==> src/rtl/aline_scheduler_if.sv <==
// Host, delay-table and transmit-FSM signals of the A-line scheduler.
// master = scheduler side, slave = environment side.
interface aline_scheduler_if #(
    parameter int NUM_CH   = 8,
    parameter int CNT_W    = 16,
    parameter int ALINE_W  = 8,
    parameter int LISTEN_W = 20
);
    logic                      frame_start;
    logic                      abort;
    logic [ALINE_W-1:0]        num_alines;
    logic [LISTEN_W-1:0]       listen_cycles;
    logic [ALINE_W-1:0]        tbl_addr;
    logic                      tbl_rd_en;
    logic [NUM_CH*CNT_W-1:0]   tbl_rd_data;
    logic [NUM_CH*CNT_W-1:0]   delay_bus;
    logic                      input_delay_data;
    logic                      start_transmit;
    logic                      next_aline;
    logic                      transmit_in_progress;
    logic                      transmit_complete;
    logic                      frame_busy;
    logic                      frame_done;
    logic                      tx_timeout;

    modport master (
        input  frame_start, abort, num_alines, listen_cycles,
        input  tbl_rd_data, transmit_in_progress, transmit_complete,
        output tbl_addr, tbl_rd_en, delay_bus,
        output input_delay_data, start_transmit, next_aline,
        output frame_busy, frame_done, tx_timeout
    );

    modport slave (
        output frame_start, abort, num_alines, listen_cycles,
        output tbl_rd_data, transmit_in_progress, transmit_complete,
        input  tbl_addr, tbl_rd_en, delay_bus,
        input  input_delay_data, start_transmit, next_aline,
        input  frame_busy, frame_done, tx_timeout
    );
endinterface

==> src/rtl/aline_scheduler.sv <==
// A-line frame sequencer: table fetch, delay load, fire, wait for
// transmit completion, listen window, advance to the next A-line.
module aline_scheduler #(
    parameter int NUM_CH   = 8,
    parameter int CNT_W    = 16,
    parameter int ALINE_W  = 8,
    parameter int LISTEN_W = 20,
    parameter int TIMEOUT  = 65535
) (
    input  logic              clk,
    input  logic              rst,
    aline_scheduler_if.master bus
);
    localparam int WD_W = $clog2(TIMEOUT + 1);

    typedef enum logic [3:0] {
        S_IDLE,
        S_FETCH,
        S_LATCH,
        S_LOAD,
        S_ARM,
        S_FIRE,
        S_WAIT_TX,
        S_LISTEN,
        S_NEXT,
        S_DONE
    } state_t;

    state_t                  r_state;
    logic [ALINE_W-1:0]      r_idx;
    logic [ALINE_W-1:0]      r_num;
    logic [LISTEN_W-1:0]     r_listen;
    logic [LISTEN_W-1:0]     r_lcnt;
    logic [WD_W-1:0]         r_wd;
    logic                    r_sub;
    logic                    r_tc_d;
    logic                    r_tbl_rd_en;
    logic [NUM_CH*CNT_W-1:0] r_delay;
    logic                    r_idd;
    logic                    r_st;
    logic                    r_na;
    logic                    r_busy;
    logic                    r_done;
    logic                    r_to;

    logic w_tc_rise;
    logic w_last;
    logic w_lend;
    logic w_wd_end;

    // Only a fresh edge of the sticky complete level ends WAIT_TX.
    assign w_tc_rise = bus.transmit_complete & ~r_tc_d;
    assign w_last    = (r_idx == r_num - 1'b1);
    assign w_lend    = (r_lcnt == r_listen - 1'b1);
    assign w_wd_end  = (r_wd == WD_W'(TIMEOUT - 1));

    always_ff @(posedge clk) begin
        if (!rst) begin
            r_state     <= S_IDLE;
            r_idx       <= '0;
            r_num       <= '0;
            r_listen    <= '0;
            r_lcnt      <= '0;
            r_wd        <= '0;
            r_sub       <= 1'b0;
            r_tc_d      <= 1'b0;
            r_tbl_rd_en <= 1'b0;
            r_delay     <= '0;
            r_idd       <= 1'b0;
            r_st        <= 1'b0;
            r_na        <= 1'b0;
            r_busy      <= 1'b0;
            r_done      <= 1'b0;
            r_to        <= 1'b0;
        end else if (bus.abort) begin
            r_state     <= S_IDLE;
            r_sub       <= 1'b0;
            r_tbl_rd_en <= 1'b0;
            r_idd       <= 1'b0;
            r_st        <= 1'b0;
            r_na        <= 1'b0;
            r_busy      <= 1'b0;
            r_done      <= 1'b0;
        end else begin
            r_tbl_rd_en <= 1'b0;
            r_na        <= 1'b0;
            r_done      <= 1'b0;
            unique case (r_state)
                S_IDLE: begin
                    if (bus.frame_start) begin
                        r_busy      <= 1'b1;
                        r_to        <= 1'b0;
                        r_idx       <= '0;
                        r_num       <= bus.num_alines;
                        r_listen    <= (bus.listen_cycles == '0) ?
                                       LISTEN_W'(1) : bus.listen_cycles;
                        r_tbl_rd_en <= (bus.num_alines != '0);
                        r_state     <= (bus.num_alines != '0) ?
                                       S_FETCH : S_DONE;
                    end
                end
                S_FETCH: r_state <= S_LATCH;
                S_LATCH: begin
                    r_delay <= bus.tbl_rd_data;
                    r_idd   <= 1'b1;
                    r_sub   <= 1'b0;
                    r_state <= S_LOAD;
                end
                S_LOAD: begin
                    r_sub <= ~r_sub;
                    if (r_sub) begin
                        r_idd   <= 1'b0;
                        r_state <= S_ARM;
                    end
                end
                S_ARM: begin
                    r_sub <= ~r_sub;
                    if (r_sub) begin
                        r_st    <= 1'b1;
                        r_wd    <= '0;
                        r_state <= S_FIRE;
                    end
                end
                S_FIRE: begin
                    r_tc_d <= bus.transmit_complete;
                    r_wd   <= r_wd + 1'b1;
                    if (w_wd_end) begin
                        r_st    <= 1'b0;
                        r_busy  <= 1'b0;
                        r_to    <= 1'b1;
                        r_state <= S_IDLE;
                    end else if (bus.transmit_in_progress) begin
                        r_st    <= 1'b0;
                        r_state <= S_WAIT_TX;
                    end
                end
                S_WAIT_TX: begin
                    r_tc_d <= bus.transmit_complete;
                    r_wd   <= r_wd + 1'b1;
                    if (w_tc_rise) begin
                        r_lcnt  <= '0;
                        r_state <= S_LISTEN;
                    end else if (w_wd_end) begin
                        r_busy  <= 1'b0;
                        r_to    <= 1'b1;
                        r_state <= S_IDLE;
                    end
                end
                S_LISTEN: begin
                    r_lcnt <= r_lcnt + 1'b1;
                    if (w_lend) begin
                        r_na    <= 1'b1;
                        r_state <= S_NEXT;
                    end
                end
                S_NEXT: begin
                    if (w_last) begin
                        r_state <= S_DONE;
                    end else begin
                        r_idx       <= r_idx + 1'b1;
                        r_tbl_rd_en <= 1'b1;
                        r_state     <= S_FETCH;
                    end
                end
                S_DONE: begin
                    r_done  <= 1'b1;
                    r_busy  <= 1'b0;
                    r_state <= S_IDLE;
                end
                default: r_state <= S_IDLE;
            endcase
        end
    end

    assign bus.tbl_addr         = r_idx;
    assign bus.tbl_rd_en        = r_tbl_rd_en;
    assign bus.delay_bus        = r_delay;
    assign bus.input_delay_data = r_idd;
    assign bus.start_transmit   = r_st;
    assign bus.next_aline       = r_na;
    assign bus.frame_busy       = r_busy;
    assign bus.frame_done       = r_done;
    assign bus.tx_timeout       = r_to;
endmodule

==> src/flat_wrapper.sv <==
// flat-port wrapper written by rule: the top's interface ports become plain ports
module aline_scheduler_flat 
#(
    parameter int NUM_CH   = 8,
    parameter int CNT_W    = 16,
    parameter int ALINE_W  = 8,
    parameter int LISTEN_W = 20,
    parameter int TIMEOUT  = 65535
)
  (clk, rst, bus_frame_start, bus_abort, bus_num_alines, bus_listen_cycles, bus_tbl_rd_data, bus_transmit_in_progress, bus_transmit_complete, bus_tbl_addr, bus_tbl_rd_en, bus_delay_bus, bus_input_delay_data, bus_start_transmit, bus_next_aline, bus_frame_busy, bus_frame_done, bus_tx_timeout);
  aline_scheduler_if #(.NUM_CH(NUM_CH), .CNT_W(CNT_W), .ALINE_W(ALINE_W), .LISTEN_W(LISTEN_W)) bus_i ();
  input  logic clk;
  input  logic rst;
  input wire logic [$bits(bus_i.frame_start)-1:0] bus_frame_start;
  input wire logic [$bits(bus_i.abort)-1:0] bus_abort;
  input wire logic [$bits(bus_i.num_alines)-1:0] bus_num_alines;
  input wire logic [$bits(bus_i.listen_cycles)-1:0] bus_listen_cycles;
  input wire logic [$bits(bus_i.tbl_rd_data)-1:0] bus_tbl_rd_data;
  input wire logic [$bits(bus_i.transmit_in_progress)-1:0] bus_transmit_in_progress;
  input wire logic [$bits(bus_i.transmit_complete)-1:0] bus_transmit_complete;
  output wire logic [$bits(bus_i.tbl_addr)-1:0] bus_tbl_addr;
  output wire logic [$bits(bus_i.tbl_rd_en)-1:0] bus_tbl_rd_en;
  output wire logic [$bits(bus_i.delay_bus)-1:0] bus_delay_bus;
  output wire logic [$bits(bus_i.input_delay_data)-1:0] bus_input_delay_data;
  output wire logic [$bits(bus_i.start_transmit)-1:0] bus_start_transmit;
  output wire logic [$bits(bus_i.next_aline)-1:0] bus_next_aline;
  output wire logic [$bits(bus_i.frame_busy)-1:0] bus_frame_busy;
  output wire logic [$bits(bus_i.frame_done)-1:0] bus_frame_done;
  output wire logic [$bits(bus_i.tx_timeout)-1:0] bus_tx_timeout;
  assign bus_i.frame_start = bus_frame_start;
  assign bus_i.abort = bus_abort;
  assign bus_i.num_alines = bus_num_alines;
  assign bus_i.listen_cycles = bus_listen_cycles;
  assign bus_i.tbl_rd_data = bus_tbl_rd_data;
  assign bus_i.transmit_in_progress = bus_transmit_in_progress;
  assign bus_i.transmit_complete = bus_transmit_complete;
  assign bus_tbl_addr = bus_i.tbl_addr;
  assign bus_tbl_rd_en = bus_i.tbl_rd_en;
  assign bus_delay_bus = bus_i.delay_bus;
  assign bus_input_delay_data = bus_i.input_delay_data;
  assign bus_start_transmit = bus_i.start_transmit;
  assign bus_next_aline = bus_i.next_aline;
  assign bus_frame_busy = bus_i.frame_busy;
  assign bus_frame_done = bus_i.frame_done;
  assign bus_tx_timeout = bus_i.tx_timeout;
  aline_scheduler #(.NUM_CH(NUM_CH), .CNT_W(CNT_W), .ALINE_W(ALINE_W), .LISTEN_W(LISTEN_W), .TIMEOUT(TIMEOUT)) u_core (.clk(clk), .rst(rst), .bus(bus_i));
endmodule
==> config.mk <==
export PLATFORM = sky130hd
export DESIGN_NAME = aline_scheduler_flat
export DESIGN_NICKNAME = d
export VERILOG_FILES = /design/src/rtl/aline_scheduler_if.sv /design/src/rtl/aline_scheduler.sv /design/src/flat_wrapper.sv
export SDC_FILE = /design/constraint.sdc
export NUM_CORES = 1
export LEC_CHECK = 0
export BUFFER_PORTS_ARGS = -buffer_cell sky130_fd_sc_hd__clkbuf_2
export CAP_MARGIN = 40
export CORE_UTILIZATION = 46
export DETAILED_ROUTE_END_ITERATION = 12
export GPL_TIMING_DRIVEN = 0
export PLACE_DENSITY = 0.87
export SKIP_LAST_GASP = 1
export SLEW_MARGIN = 5
export SYNTH_ARGS = -nofsm -noshare
export SYNTH_HDL_FRONTEND = slang
export SYNTH_SLANG_ARGS = --single-unit
==> constraint.sdc <==
create_clock -name clk -period 2.47 [get_ports clk]
set_clock_uncertainty 0.05 [all_clocks]
set_input_delay 0.494 -clock clk [delete_from_list [all_inputs] [get_ports clk]]
set_output_delay 0.494 -clock clk [all_outputs]
set_load 0.02 [all_outputs]
After elaboration in Yosys (flattened, before gate mapping)

Index checks and enable logic that the tools add are counted.

Muxes and demuxes: 39
Equality and inequality tests: 21
Reductions and logical operators: 26
Bitwise operators: 6
$add $sub $neg: 5

Operators by type and width:

| operator                                             | number |
|---|---|
| 2-to-1 mux 20 bit                                    | 2 |
| 2-to-1 mux 4 bit                                     | 10 |
| one-hot mux 20 bit (2 select lines)                  | 1 |
| one-hot mux 4 bit (9 select lines)                   | 1 |
| one-hot mux 16 bit (2 select lines)                  | 1 |
| adder 20 x 1 -> 20 bit (second input constant)       | 1 |
| equality test 20 bit                                 | 1 |
| zero test 20 bit                                     | 1 |
| subtractor 20 x 1 -> 20 bit (second input constant)  | 1 |
| adder 16 x 1 -> 16 bit (second input constant)       | 1 |
| equality test 16 bit (second input constant)         | 1 |
| equality test 4 x 3 -> 1 bit (second input constant) | 4 |
| 2-to-1 mux 16 bit                                    | 1 |
| 2-to-1 mux 8 bit                                     | 2 |
| one-hot mux 8 bit (2 select lines)                   | 1 |
| AND reduction 3 bit                                  | 5 |
| 2-to-1 mux 1 bit                                     | 14 |
| nonzero test 2 bit                                   | 6 |
| adder 8 x 1 -> 8 bit (second input constant)         | 1 |
| equality test 4 x 2 -> 1 bit (second input constant) | 2 |
| equality test 4 bit (second input constant)          | 2 |
| equality test 8 bit                                  | 1 |
| != test 2 x 1 -> 1 bit (second input constant)       | 4 |
| one-hot mux 1 bit (2 select lines)                   | 4 |
| other kinds (18)                                     | 29 |

Logic and storage cells: 113
Output and inout bits: 143
Register bits after elaboration: 213
Input port bits: 162

Logic depth before layout (Yosys ltp)

Gate-level depths: netlist of run 1.

Word-level depth: 4
Depth in mapped cells: 10
Gate-level depth less buffers: 9

Least setup slack after synthesis of run 1

OpenSTA, ideal clock, no wires.

Kind: register to register
Start point: reg u_core.r_listen[5]
End point: reg u_core.r_state[3]
Data arrival time: 2,363 ps
Stages on the path, launching flop included: 9
Setup slack: -30 ps
Period minus slack after synthesis: 2,500 ps
Required time: 2,333 ps
Setup time: 87 ps
Path through: dfxtp_1 buf_2 or4_4 or4_4 o32a_1 a211oi_1 o2111ai_1 o21ai_2 nor4b_4

Cells in the longest elaborated chain, start to end: 4

Ends and longest elaborated chain:

| element                          | RTL line              | text |
|---|---|---|
| start: declaration               | aline_scheduler.sv:32 | `logic [LISTEN_W-1:0] r_listen;` |
| start signal: assignment         | aline_scheduler.sv:95 | `r_listen <= (bus.listen_cycles == '0) ?` |
| subtractor 20 x 1 -> 20 bit      | aline_scheduler.sv:54 | `assign w_lend = (r_lcnt == r_listen - 1'b1);` |
| equality test 20 bit             | aline_scheduler.sv:54 |  |
| != test 2 x 1 -> 1 bit (no line) | --                    |  |
| AND reduction 6 bit (no line)    | --                    |  |
| end signal: assignment           | aline_scheduler.sv:98 | `r_state <= (bus.num_alines != '0) ?` |
| end: declaration                 | aline_scheduler.sv:29 | `state_t r_state;` |

Every way passes these cells.
A chain may end at the register's enable or synchronous reset.

Final worst setup path of run 1

Start point: reg u_core.r_listen[4]
End point: reg u_core.r_state[2]

Same word-level chain as after synthesis.

==> results_dict.tcl, run 1 <==
set metrics [dict create \
    rsz0062_at_grt "yes" \
    rows 51 \
    required_ns 2.81 \
    track_usage_pct 27.3 \
    synthMostInstantiatedCell "nand2_1" \
    start_kind "flop" \
    status "complete, but fails checks" \
    grtUsageMet2_pct 47.6 \
    yosysUniqueCellTypes 61 \
    viasPerCell 5.35 \
    routed_wl_um 29400 \
    numCtsBuffers 24 \
    drc 0 \
    synth_top_area_cell "dfxtp_1" \
    die_x_um 145 \
    crit_path_end_kind "flop" \
    ys_top_cells_by_area "dfxtp_1 (45%), nand2_1 (14%), a21boi_0 (13%)" \
    netlist_area_mm2 0.00940 \
    gp_congestion 0.930 \
    setup_tns_ns -0.372 \
    r2r_cells 8 \
    min-delay-start "bus_tbl_rd_data[55]" \
    cts-root-buf "clkbuf_16" \
    nets 1660 \
    peakVddDrop_mv 0.489 \
    synthTopCellsByCount "nand2_1 (349), dfxtp_1 (213), a21boi_0 (157)" \
    crit_path_start "u_core.r_listen[4]$_SDFFE_PN0P_" \
    synth_cells 1152 \
    pre_cts_ws_ns -0.652 \
    powerDensity_mw_per_mm2 643 \
    die-area_mm2 0.0210 \
    post-route-worst-setup-slack_ns -0.110 \
    synth_seq_cells 213 \
    maxCapViolations 0 \
    ys.flop_type "dfxtp_1" \
    crit_type "flop to flop" \
    synth_seq_area_share_pct 45.4 \
    drtIter0Drc 535 \
    cts_tree "built" \
    finish.instance_area_mm2 0.0123 \
    grt_pass1_vias 9354 \
    slew_headroom_pct 52.8 \
    cts_hold_buf 0 \
    clk_latency_ns 0.52 \
    tightest_slew_ns 0.707 \
    hold_path_class "input port to flop" \
    vias 9490 \
    avgSynthCellArea_um2 8.16 \
    worstReg2RegStart "u_core.r_listen[4]$_SDFFE_PN0P_" \
    core_mm2 0.0197 \
    use_met1_pct 30.8 \
    setup_viol 4 \
    syn_to_final_growth_pct 31.1 \
    clock-sinks 213 \
    period_needed_ns 2.58 \
    ant_nets 0 \
    initial_core_util_pct 47.7 \
    cp.arrival_ns 2.92 \
    hold_violations 0 \
    cts.path.max_buffers 3 \
    antenna_found_initial 3 \
    async_reset_ff_share_pct 0 \
    io_buffers 303 \
    synth_top_area_share_pct 45.4 \
    path_max_fanout 3 \
    synth_warnings 0 \
    hold_depth 3 \
    period_share_pct 104 \
    syn_nets 1320 \
    wl_per_cell_um 16.6 \
    dp_hpwl_um 21900 \
    first_pass_iters 5 \
    grt.met3_usage_pct 7.36 \
    timing.fmax_ghz 0.388 \
    grt_max_degree 13 \
    violations "setup timing" \
    grt_pass1_wl_um 46700 \
    die_h_um 145 \
    p_leak_nw 5.06 \
    grt-busiest-layer "met2" \
    slew_violations 0 \
    htreeDepth 1 \
    placed_cell_area_mm2 0.0113 \
    clkSlewWorstSetupHoldPaths_ns 0.06 \
    grt_overflow 0 \
    final_layout_size_suffix_gt1_share_pct 28.1 \
    synth_edf_count 0 \
    ios 305 \
    fill_cells 1696 \
]
## power by group
group          internal [mW]  switching, mW  total (mW)
clock network           2.16           1.41        3.56
registers               3.49         0.0555        3.54
logic                  0.377          0.437       0.813
total                   6.02           1.90        7.92
## critical path, stage by stage, from the launching register on
cell	delay [ns]
dfxtp_4	0.34
or4_4	0.55
or4_4	0.52
o32a_1	0.18
a211oi_2	0.21
o2111ai_2	0.16
o21ai_2	0.24
buf_6	0.14
a31oi_1	0.07
## registers in the layout (all words and copies together) (netlist names)
signal and cells:
u_core.bus.tx_timeout 1, u_core.r_sub 1, u_core.r_lcnt 20, u_core.r_state 4
u_core.bus.next_aline 1, u_core.bus.delay_bus 128, u_core.bus.tbl_addr 8, u_core.bus.start_transmit 1
u_core.r_listen 20, u_core.bus.frame_busy 1, u_core.r_num 8, u_core.bus.frame_done 1
u_core.r_tc_d 1, u_core.bus.input_delay_data 1, u_core.r_wd 16, u_core.bus.tbl_rd_en 1
## final cells by class
type	instances	area [um^2]	share of cell area, %
inverter	15	56.3	0.457
antenna	3	7.51	0.0609
tap	265	332	2.69
multi-input combinational	854	4930	40.0
clock buffer	34	698	5.66
buffer	62	267	2.16
timing repair buffer	322	1670	13.6
clock inverter	5	86.3	0.701
sequential	213	4280	34.7
## final timing paths
path                                                         endpoint  slack, ns
worst min register to register  u_core.bus.delay_bus[63]$_SDFFE_PN0P_       0.41
worst max register to register         u_core.r_state[2]$_SDFFE_PP0P_      -0.11
worst max-delay path                   u_core.r_state[2]$_SDFFE_PP0P_      -0.11
worst min-delay path            u_core.bus.delay_bus[55]$_SDFFE_PN0P_       0.15
## per-stage QoR
step	total power [mW]	instances	hold slack [ns]	utilization [%]
floorplan	4.05	1152	0.394	-
global placement	4.33	1720	0.399	57.2
detailed placement	4.35	1720	0.405	57.2
CTS	7.93	1765	0.133	62.0
global route	8.17	1773	0.140	62.5
finish	7.92	1773	0.146	62.5
## what timing repair did
| item | in CTS | in global routing |
|---|---|---|
| pin swaps | 10 | 10 |
| gates resized for setup | 34 | 40 |
| setup buffers | 11 | 8 |
| setup endpoints to repair | 153 | 149 |
## placed cells by master, fill, tap and decap left out, types with 17 or more instances in the layout
cell type  count
a21boi_0     157
a21oi_1       22
clkbuf_1      38
clkbuf_16     24
clkbuf_2     328
dfxtp_1      205
nand2_1      349
nand3_1       22
nor2_1        59
o21ai_0       17
xnor2_1       23
xor2_1        38
## per-layer routing
layer,vias up,routed length [um]
li1,4569,-
met1,4499,11500
met2,346,14100
met3,76,2460
met4,0,1330
met5,-,0
## cell families after synthesis
| logic type | synth area share, % |
|---|---|
| DFF | 45.4 |
| muxes | 0.546 |
| AOI/OAI and AO/OA | 18.7 |
| and+or+nand+nor | 25.1 |
| buffers and inverters | 3.50 |
| adders and majority gates | 0.799 |
| xor gates and xnor gates | 5.92 |
(Power assumes the default switching activity.)
==> run 2, diff against run 1 <==
CORE_ASPECT_RATIO = 1.2   (was default)
==> run 2 against run 1 <==
  * The flow still finishes with violations (setup timing)
  * Non-clock buffer count is 7 lower
  * Wire length is 0.51% higher
  * Hold slack better by 0.0038 ns
  * Clock power is 8.4% lower
  * Sequential share of layout area is 0.35 points higher
  * Core utilization is 0.75 points lower
  * Via count is 0.73% lower
  * Maximum frequency is 3.2% lower
  * Total power is 3.8% lower
  * Sequential power hardly changed
==> results_dict.tcl, run 2 (synthesis gave the netlist of run 1 again) <==
set metrics [dict create \
    rsz0062_at_grt "yes" \
    mostFrequentLayoutCells "nand2_1 (349), clkbuf_2 (328), dfxtp_1 (203), a21boi_0 (157), nor2_1 (59)" \
    status "complete, but fails checks" \
    tightest_slew_ns 0.705 \
    die-area_mm2 0.0210 \
    dp.cells 1716 \
    slew_violations 0 \
    numCtsBuffers 22 \
    drtIter0Drc 659 \
    io_buffers 303 \
    power_frac_comb_pct 10.8 \
    wl_per_cell_um 16.8 \
    grt_overflow 0 \
    hold_path_class "input port to flop" \
    grt_pass1_wl_um 44800 \
    htreeDepth 1 \
    crit_type "flop to flop" \
    die_h_um 159 \
    whs_ns 0.150 \
    powerDensity_mw_per_mm2 624 \
    cts.path.max_buffers 3 \
    vias 9421 \
    hold_violations 0 \
    slew_headroom_pct 53.0 \
    required_ns 2.84 \
    drc 0 \
    seq_area_mm2 0.00428 \
    power_switching_mw 1.94 \
    antenna_found_initial 2 \
    ant_nets 0 \
    largest_reg_flops 128 \
    maxCapViolations 0 \
    grt_pass1_vias 9034 \
    syn_to_final_growth_pct 29.8 \
    initial_core_util_pct 47.6 \
    peakVddDrop_mv 0.441 \
    period_needed_ns 2.67 \
    final_common_cell "nand2_1" \
    p_leak_nw 4.99 \
    total_power_mw 7.62 \
    clockPowerShare_pct 42.8 \
    sw_frac_of_total_pct 25.5 \
    first_pass_iters 5 \
    pwr-share-seq_pct 46.5 \
    postLayoutCoreUtil_pct 61.8 \
    p_int_mw 5.68 \
    post-route-worst-setup-slack_ns -0.195 \
    period_share_pct 108 \
    gp_congestion 0.962 \
    final_layout_size_suffix_gt1_share_pct 28.2 \
    track_usage_pct 26.9 \
    fin_cells 1762 \
    violations "setup timing" \
    routed_wl_um 29600 \
    path_max_fanout 4 \
    die_x_um 132 \
    fill_cells 1709 \
    core_mm2 0.0198 \
    finish.instance_area_mm2 0.0122 \
    cts_tree "built" \
    crit_path_end_kind "flop" \
    cp.arrival_ns 3.03 \
    cts_hold_buf 0 \
    dp_hpwl_um 22500 \
    pre_cts_ws_ns -0.379 \
    placed_cell_area_mm2 0.0113 \
    multi_input_area_mm2 0.00495 \
    nets 1651 \
    setup_viol 5 \
    cts-root-buf "clkbuf_16" \
    clock-sinks 213 \
    clk_latency_ns 0.52 \
    clkSlewWorstSetupHoldPaths_ns 0.06 \
    ios 305 \
    start_kind "flop" \
    viasPerCell 5.35 \
    timing.fmax_ghz 0.375 \
    rows 56 \
    setup_tns_ns -0.531 \
    grt_max_degree 15 \
]
-- run 2: path summary, 6_finish.rpt --
kind / from / to / slack, ns / cells past startpoint
worst max-delay path: u_core.r_listen[5]$_SDFFE_PN0P_ / u_core.r_state[3]$_SDFFE_PP0P_ / -0.20 / 7
worst min-delay path: bus_tbl_rd_data[115] / u_core.bus.delay_bus[115]$_SDFFE_PN0P_ / 0.15 / 3
worst max register to register: u_core.r_listen[5]$_SDFFE_PN0P_ / u_core.r_state[3]$_SDFFE_PP0P_ / -0.20 / 7
worst min register to register: u_core.bus.delay_bus[15]$_SDFFE_PN0P_ / u_core.bus.delay_bus[15]$_SDFFE_PN0P_ / 0.41 / 2
-- run 2: repair_timing --
action | 4_1_cts | 5_1_grt
buffers inserted | 8 | 3
endpoints found under the setup margin | 136 | 152
pin swaps | 11 | 9
gates resized for setup | 37 | 45
-- run 2: metal layers --
metal,wire length [um],track usage [%],vias up,share of wire [%]
li1,-,-,4546,-
met1,11200,29.1,4382,38
met2,14200,47.6,396,48
met3,2740,8.09,97,9.3
met4,1380,13.8,0,4.7
met5,0,0,-,0
-- run 2: power by group through the flow --
stage	combinational, mW	sequential [mW]	clock, mW
finish	0.821	3.54	3.26
global route	0.884	3.54	3.43
CTS	0.789	3.54	3.30
detailed placement	0.741	3.61	0
global placement	0.731	3.61	0
floorplan	0.428	3.62	0
-- run 2: critical path, stage by stage, from the launching register on --
cell and delay, ns:
dfxtp_4 0.34, or4_4 0.54, or4_4 0.52, o32a_1 0.19
a211oi_2 0.23, o2111ai_2 0.19, o21ai_2 0.29, nor4b_4 0.23
-- run 2: final cells by class --
cell class	instances	area share, %
multi-input cells	854	40.6
flip-flops and latches	213	35.1
repair buffers	314	13.2
clock buffers	28	4.86
well taps	261	2.68
plain buffers	63	2.25
clock inverters	12	0.902
inverters	15	0.461
diodes	2	0.0410
